--- config.mk ---
export PLATFORM = sky130hd
export DESIGN_NAME = controle_multiciclo
export DESIGN_NICKNAME = d
export VERILOG_FILES = /design/src/rtl/controle_multiciclo_pkg.sv /design/src/rtl/contador_desempenho.sv /design/src/rtl/controle_multiciclo.sv
export SDC_FILE = /design/constraint.sdc
export NUM_CORES = 1
export LEC_CHECK = 0
export BUFFER_PORTS_ARGS = -buffer_cell sky130_fd_sc_hd__clkbuf_2
export CORE_UTILIZATION = 40
export DETAILED_ROUTE_END_ITERATION = 8
export GPL_TIMING_DRIVEN = 0
export PLACE_DENSITY = 0.77
export SETUP_SLACK_MARGIN = 0.4
export SLEW_MARGIN = 10
export SYNTH_ARGS = -nofsm -noshare
export SYNTH_HDL_FRONTEND = slang
export SYNTH_SLANG_ARGS = --single-unit
--- constraint.sdc ---
create_clock -name clock -period 1.5 [get_ports clock]
set_clock_uncertainty 0.1 [all_clocks]
set_input_delay 0.075 -clock clock [delete_from_list [all_inputs] [get_ports clock]]
set_output_delay 0.075 -clock clock [all_outputs]
set_load 0.01 [all_outputs]
--- src/rtl/controle_multiciclo_pkg.sv ---
// Shared definitions for the multi-cycle RISC-V controller: state encoding,
// supported opcodes and ALU operation codes.
package controle_multiciclo_pkg;

  typedef enum logic [2:0] {
    BUSCA      = 3'd0,
    DECODIFICA = 3'd1,
    EXECUTA    = 3'd2,
    MEMORIA    = 3'd3,
    ESCRITA    = 3'd4,
    PARADO     = 3'd5
  } estado_t;

  localparam logic [6:0] OP_R   = 7'b0110011;
  localparam logic [6:0] OP_I   = 7'b0010011;
  localparam logic [6:0] OP_LW  = 7'b0000011;
  localparam logic [6:0] OP_SW  = 7'b0100011;
  localparam logic [6:0] OP_BEQ = 7'b1100011;

  localparam logic [1:0] ALUOP_ADD   = 2'b00;
  localparam logic [1:0] ALUOP_SUB   = 2'b01;
  localparam logic [1:0] ALUOP_FUNCT = 2'b10;

  function automatic logic opcode_conhecido(input logic [6:0] op);
    logic ok;
    case (op)
      OP_R, OP_I, OP_LW, OP_SW, OP_BEQ: ok = 1'b1;
      default:                          ok = 1'b0;
    endcase
    return ok;
  endfunction

endpackage

--- src/rtl/contador_desempenho.sv ---
// Cycle and retired-instruction counters for the multi-cycle controller.
// Both wrap naturally at 2^LARGURA.
module contador_desempenho #(
  parameter int LARGURA = 32
) (
  input  logic               clock,
  input  logic               reset,
  input  logic               conta_ciclo_i,
  input  logic               conta_instr_i,
  output logic [LARGURA-1:0] ciclos_o,
  output logic [LARGURA-1:0] instrucoes_o
);

  logic [LARGURA-1:0] ciclos_q, ciclos_d;
  logic [LARGURA-1:0] instr_q, instr_d;

  always_comb begin
    ciclos_d = ciclos_q;
    instr_d  = instr_q;
    if (conta_ciclo_i) ciclos_d = ciclos_q + LARGURA'(1);
    if (conta_instr_i) instr_d  = instr_q + LARGURA'(1);
  end

  always_ff @(posedge clock) begin
    if (reset) begin
      ciclos_q <= '0;
      instr_q  <= '0;
    end else begin
      ciclos_q <= ciclos_d;
      instr_q  <= instr_d;
    end
  end

  assign ciclos_o     = ciclos_q;
  assign instrucoes_o = instr_q;

endmodule

--- src/rtl/controle_multiciclo.sv ---
// Multi-cycle sequencing controller: fetch/decode/execute/memory/write-back.
// Performance counters are built only when CONTROLE_CONTADORES_EN is defined.
module controle_multiciclo
  import controle_multiciclo_pkg::*;
#(
  parameter int LARGURA_CONT = 32
) (
  input  logic                    clock,
  input  logic                    reset,
  input  logic [6:0]              opcode,
  input  logic                    aluZero,
  input  logic                    memPronto,
  input  logic                    fimArquivo,
  output logic                    escritaIR,
  output logic                    escritaPc,
  output logic                    pcFonte,
  output logic                    aluSrc,
  output logic [1:0]              aluOp,
  output logic                    leituraMem,
  output logic                    escritaMem,
  output logic                    memoriaParaReg,
  output logic                    escritaRegistrador,
  output logic                    parado,
  output logic [2:0]              estado,
  output logic [LARGURA_CONT-1:0] ciclos,
  output logic [LARGURA_CONT-1:0] instrucoes
);

  estado_t    state_q, state_d;
  logic [6:0] opreg_q, opreg_d;

  logic       esc_ir_c, esc_pc_c, pc_fonte_c, alu_src_c;
  logic [1:0] alu_op_c;
  logic       leit_mem_c, esc_mem_c, mem_reg_c, esc_reg_c, parado_c;

  always_ff @(posedge clock) begin
    if (reset) begin
      state_q <= BUSCA;
      opreg_q <= '0;
    end else begin
      state_q <= state_d;
      opreg_q <= opreg_d;
    end
  end

  always_comb begin
    state_d    = state_q;
    opreg_d    = opreg_q;
    esc_ir_c   = 1'b0;
    esc_pc_c   = 1'b0;
    pc_fonte_c = 1'b0;
    alu_src_c  = 1'b0;
    alu_op_c   = ALUOP_ADD;
    leit_mem_c = 1'b0;
    esc_mem_c  = 1'b0;
    mem_reg_c  = 1'b0;
    esc_reg_c  = 1'b0;
    parado_c   = 1'b0;

    case (state_q)
      BUSCA: begin
        if (fimArquivo) begin
          state_d = PARADO;
        end else begin
          esc_ir_c = 1'b1;
          state_d  = DECODIFICA;
        end
      end

      DECODIFICA: begin
        opreg_d = opcode;
        if (opcode_conhecido(opcode)) begin
          state_d = EXECUTA;
        end else begin
          esc_pc_c = 1'b1;
          state_d  = BUSCA;
        end
      end

      EXECUTA: begin
        case (opreg_q)
          OP_R: begin
            alu_op_c = ALUOP_FUNCT;
            state_d  = ESCRITA;
          end
          OP_I: begin
            alu_src_c = 1'b1;
            alu_op_c  = ALUOP_FUNCT;
            state_d   = ESCRITA;
          end
          OP_LW, OP_SW: begin
            alu_src_c = 1'b1;
            state_d   = MEMORIA;
          end
          OP_BEQ: begin
            // Branch resolves here; the PC source follows the live zero flag.
            alu_op_c   = ALUOP_SUB;
            esc_pc_c   = 1'b1;
            pc_fonte_c = aluZero;
            state_d    = BUSCA;
          end
          default: state_d = BUSCA;
        endcase
      end

      MEMORIA: begin
        // Address operands held so the memory sees a stable address while waiting.
        alu_src_c = 1'b1;
        if (opreg_q == OP_LW) begin
          leit_mem_c = 1'b1;
          if (memPronto) state_d = ESCRITA;
        end else if (opreg_q == OP_SW) begin
          esc_mem_c = 1'b1;
          if (memPronto) begin
            esc_pc_c = 1'b1;
            state_d  = BUSCA;
          end
        end else begin
          state_d = BUSCA;
        end
      end

      ESCRITA: begin
        esc_reg_c = 1'b1;
        mem_reg_c = (opreg_q == OP_LW);
        esc_pc_c  = 1'b1;
        alu_src_c = (opreg_q != OP_R);
        alu_op_c  = (opreg_q == OP_LW) ? ALUOP_ADD : ALUOP_FUNCT;
        state_d   = BUSCA;
      end

      PARADO: parado_c = 1'b1;

      default: state_d = BUSCA;
    endcase
  end

  // Every output reads as zero while reset is held, whatever the current state.
  assign escritaIR          = esc_ir_c   & ~reset;
  assign escritaPc          = esc_pc_c   & ~reset;
  assign pcFonte            = pc_fonte_c & ~reset;
  assign aluSrc             = alu_src_c  & ~reset;
  assign aluOp              = reset ? 2'b00 : alu_op_c;
  assign leituraMem         = leit_mem_c & ~reset;
  assign escritaMem         = esc_mem_c  & ~reset;
  assign memoriaParaReg     = mem_reg_c  & ~reset;
  assign escritaRegistrador = esc_reg_c  & ~reset;
  assign parado             = parado_c   & ~reset;
  assign estado             = reset ? 3'd0 : state_q;

`ifdef CONTROLE_CONTADORES_EN
  logic [LARGURA_CONT-1:0] ciclos_w, instr_w;

  contador_desempenho #(
    .LARGURA (LARGURA_CONT)
  ) u_contador (
    .clock         (clock),
    .reset         (reset),
    .conta_ciclo_i (state_q != PARADO),
    .conta_instr_i (esc_pc_c),
    .ciclos_o      (ciclos_w),
    .instrucoes_o  (instr_w)
  );

  assign ciclos     = reset ? '0 : ciclos_w;
  assign instrucoes = reset ? '0 : instr_w;
`else
  assign ciclos     = '0;
  assign instrucoes = '0;
`endif

endmodule

Word level (Yosys, flattened, before mapping) --
Index checks and enable logic that the tools add are counted.
Cells by class: shift-type cells 0, reductions and logical operators 6, magnitude comparators 0, multiplexer cells 35, bitwise logic cells 11, add/sub/neg operators 0, div/mod/pow operators 0, equal/unequal tests 18, $mul 0
Operators by type and width (number):
- $eq 7x6->1 const B | 4
- $mux 1 | 20
- $mux 3 | 6
- $pmux 3 s5 | 1
- $eq 7x2->1 const B | 2
- $eq 7x5->1 const B | 2
- $eq 7x7->1 const B | 2
- $and 1x1->1 | 9
- $pmux 2 s2 | 2
- $ne 7x6->1 const B | 1
- $eq 3x2->1 const B | 2
- $eq 3x3->1 const B | 2
- $mux 2 | 3
- $ne 3x3->1 const B | 2
- $pmux 3 s2 | 1
- $reduce_or 5->1 | 1
- $pmux 1 s4 | 1
- $reduce_or 2->1 | 2
- $eq 3x1->1 const B | 1
- $logic_not 3->1 | 1
- $pmux 1 s3 | 1
- $reduce_and 3->1 | 1
- $reduce_or 3->1 | 1
- $not 1->1 | 2
Word-level totals: bits in writable memories 0, bits in read-only memories 0, bits of input ports 12, memories kept 0, latch bits 0, register bits 10, output and inout port bits 78

Logic depth before layout (Yosys ltp) --
depth in word-level cells 7, depth in mapped cells 5, mapped depth without buffers 4

Worst setup path after synthesis --
Ideal clock, no wire load.
path type reg2out, start register state_q[0], end output memoriaParaReg, stages on the path, launching flop included 5, required time 1325 ps, data arrival time 1257 ps, slack 68 ps, cells stage by stage dfxtp_1 -> buf_4 -> or3b_4 -> nor2_4 -> nor4b_4
On the way: word-level cells in the longest chain between the ends 3
Ends and longest elaborated chain:
- start, declared | line controle_multiciclo.sv:29 | estado_t state_q, state_d;
- start signal, assigned | line controle_multiciclo.sv:41 | state_q <= state_d;
- $eq 3x3->1 | line controle_multiciclo.sv:60 | case (state_q)
- $mux 1 | line controle_multiciclo.sv:60
- $and 1x1->1 | line controle_multiciclo.sv:146 | assign memoriaParaReg = mem_reg_c & ~reset;
- end, declared | line controle_multiciclo.sv:21 | output logic memoriaParaReg,
No other way between the ends.

Worst setup path in the final report --
start register state_q[2], end output aluSrc
On the way: word-level cells in the longest chain between the ends 3, elaborated cells between the ends (all ways) 5
Ends and longest elaborated chain:
- $eq 3x3->1 / $eq 3x2->1 (equally long branches) | line controle_multiciclo.sv:60
- $pmux 1 s3 * | line controle_multiciclo.sv:60
- $and 1x1->1 * | line controle_multiciclo.sv:142 | assign aluSrc = alu_src_c & ~reset;
- end, declared | line controle_multiciclo.sv:17 | output logic aluSrc,
Every way passes the cells marked *; elsewhere a longest branch is shown, timed or not.

==> flow_summary.ini <==
[flow_run]
max_cap_violations = 0

[placement]
post-place-ws_ps = -59.1
io_buffers = 24
routabilityCongestion = 0.856
hpwl_um = 1880
dpl-instance-area_um2 = 1640

[drt]
drc = 0
drt_first_pass_iters = 4
routed_wl_um = 2640
ant_nets = 0
avgViaCountPerCell = 3.92
drt_iter0_markers = 13
wl_per_cell_um = 8.96
num_vias = 1155

[cts]
clock_latency_ps = 260
clock_path_buffers = 2
cts_buffers = 3
htree_num_levels = 1
cts_tree = yes
cts_sinks = 10
root_buffer = clkbuf_4
clk_pin_slew_ps = 60

[final_layout]
antennaDiodeCount = 0
fin_util_pct = 70.9
final_net_count = 277
layout_common_cells = buf_4, conb_1, clkbuf_2
area_delta_synth_final_pct = 65.7
seq_area_um2 = 210
fill_cells = 252
final_common_cell = buf_4
drive_above_1_share_pct = 54.5
multiInputGateArea_um2 = 802
final_area_um2 = 1970

[yosys]
syn_avg_cell_area_um2 = 7.83
synth-edff-count = 0
synth_cell_types = 39
ys_ff_latch = 10
yosys_warnings = 0
syn_inst = 152
ys_seq_area_share_pct = 16.8
ys_async_sr_fraction_pct = 0
syn_area_um2 = 1190
ys.flop_type = dfxtp_1

[sta]
drv_slew = 0
timing.final.ws_setup_ps = -294
finalSetupViolCount = 12
slew_headroom_pct = 65.9
rsz0062_at_grt = yes
finalCriticalPeriod_ps = 1790
tightest_slew_ps = 511
hold_viol = 0
whs_ps = 119
finalCritPeriodShare_pct = 120
max_freq_mhz = 558

[die]
placementRows = 19
ios = 90
chipWidth_um = 56.5
die_h_um = 56.5
core_um2 = 2780
start_util_pct = 42.8
die_area_um2 = 3200

[global_routing]
grt_first_pass_wirelength_um = 3880
grt_overflow = 0
grt_pass1_vias = 943
grt_usage_pct = 15.2
grt_start_max_net_pins = 11
antenna_found_initial = 0

[worst_setup_path]
cp_num_buf_inv = 3
max_stage_delay_ps = 410
critical-path-top-delay-family = simple AND/OR/NAND/NOR gates
cp.required_ps = 1320
arrival_ps = 1620
end_kind = output pin
critPathKind = flop to output pin
crit_slowest_cell = or3b_4
crit_chain = buf_6 -> or3b_4 -> nor2_4 -> buf_4 -> nand2_1 -> nand3_2 -> buf_6
critPathMaxFanout = 5
cpMostUsedCell = buf_6
start_kind = flop

[worst_hold_path]
hp-class = input pin to flop

[run_status]
violations = negative setup slack
outcome = complete, but fails checks

[power_and_ir_drop]
leakage_uw = 0.00108
ir_worst_vdd_mv = 0.493
finalPower_uw = 1160
power_density_nw_per_um2 = 586
==> registers in the layout, indices dropped and copies added (netlist names) <==
| name | cells |
|---|---|
| opreg_q | 7 |
| state_q | 3 |
==> repair_timing <==
item	4_1_cts	5_1_grt
setup endpoints to repair	24	24
resized for setup	32	20
endpoints found under the hold margin	7	0
buffers inserted	9	4
pin swaps	14	5
hold buffers	7	0
cloned	1	0
==> tightest hold or removal path, cell delays in order <==
cell	delay [ps]
clkbuf_2	90
and3b_1	210
a221oi_2	60
==> power by group <==
group	internal (µW)	leakage [µW]	switching (µW)
Clock	147	0.0000210	90.8
Combinational	320	0.000970	274
Sequential	293	0.0000846	30.7
Total	761	0.00108	395
==> cells in the mapped netlist, types with 2 or more instances <==
library cell,count,area [µm²]
buf_4,66,495
nand2_1,11,41.3
a21oi_1,10,50.1
dfxtp_1,10,200
o21ai_0,8,40.0
nand2b_1,5,31.3
nor2b_1,4,25.0
clkbuf_1,3,11.3
a31oi_1,2,12.5
and3b_1,2,17.5
mux2i_1,2,20.0
nor2_1,2,7.51
==> final cells by class <==
type / instances / area share (%)
inverter: 1 / 0.190
multi-input combinational: 134 / 40.7
tap: 31 / 1.97
timing repair buffer: 45 / 16.9
clock buffer: 4 / 1.84
buffer: 70 / 27.7
sequential: 10 / 10.7
==> through the flow <==
step / instances / setup TNS (ps)
finish: 295 / -2120
global route: 295 / -2840
detailed placement: 270 / -142
global placement: 270 / -121
floorplan: 215 / 0
CTS: 291 / -1980
==> final timing paths <==
kind	startpoint	endpoint	slack, ps	cells after the start
max reg2reg	state_q[2]	state_q[2]	50	8
min	memPronto	state_q[2]	120	3
max	state_q[2]	aluSrc	-290	7
min reg2reg	opreg_q[2]	opreg_q[2]	350	2
==> kinds of logic after synthesis <==
family / share of synthesized area, %
flip-flops: 16.8
multiplexers: 1.68
AO/OA/AOI/OAI: 13.8
other: 0.315
AND/OR/NAND/NOR: 23.3
XOR/XNOR: 0.736
buffers and inverters: 43.3
==> metal layers <==
layer	up-vias	wire length [µm]	GRT usage, %	part of all wire (%)
li1	606	-	-	-
met1	489	1030	18.4	39
met2	58	1360	26.1	51
met3	2	233	3.00	8.8
met4	0	26	6.62	0.98
met5	-	0	0	0
Power figures use the tool's default switching activity.
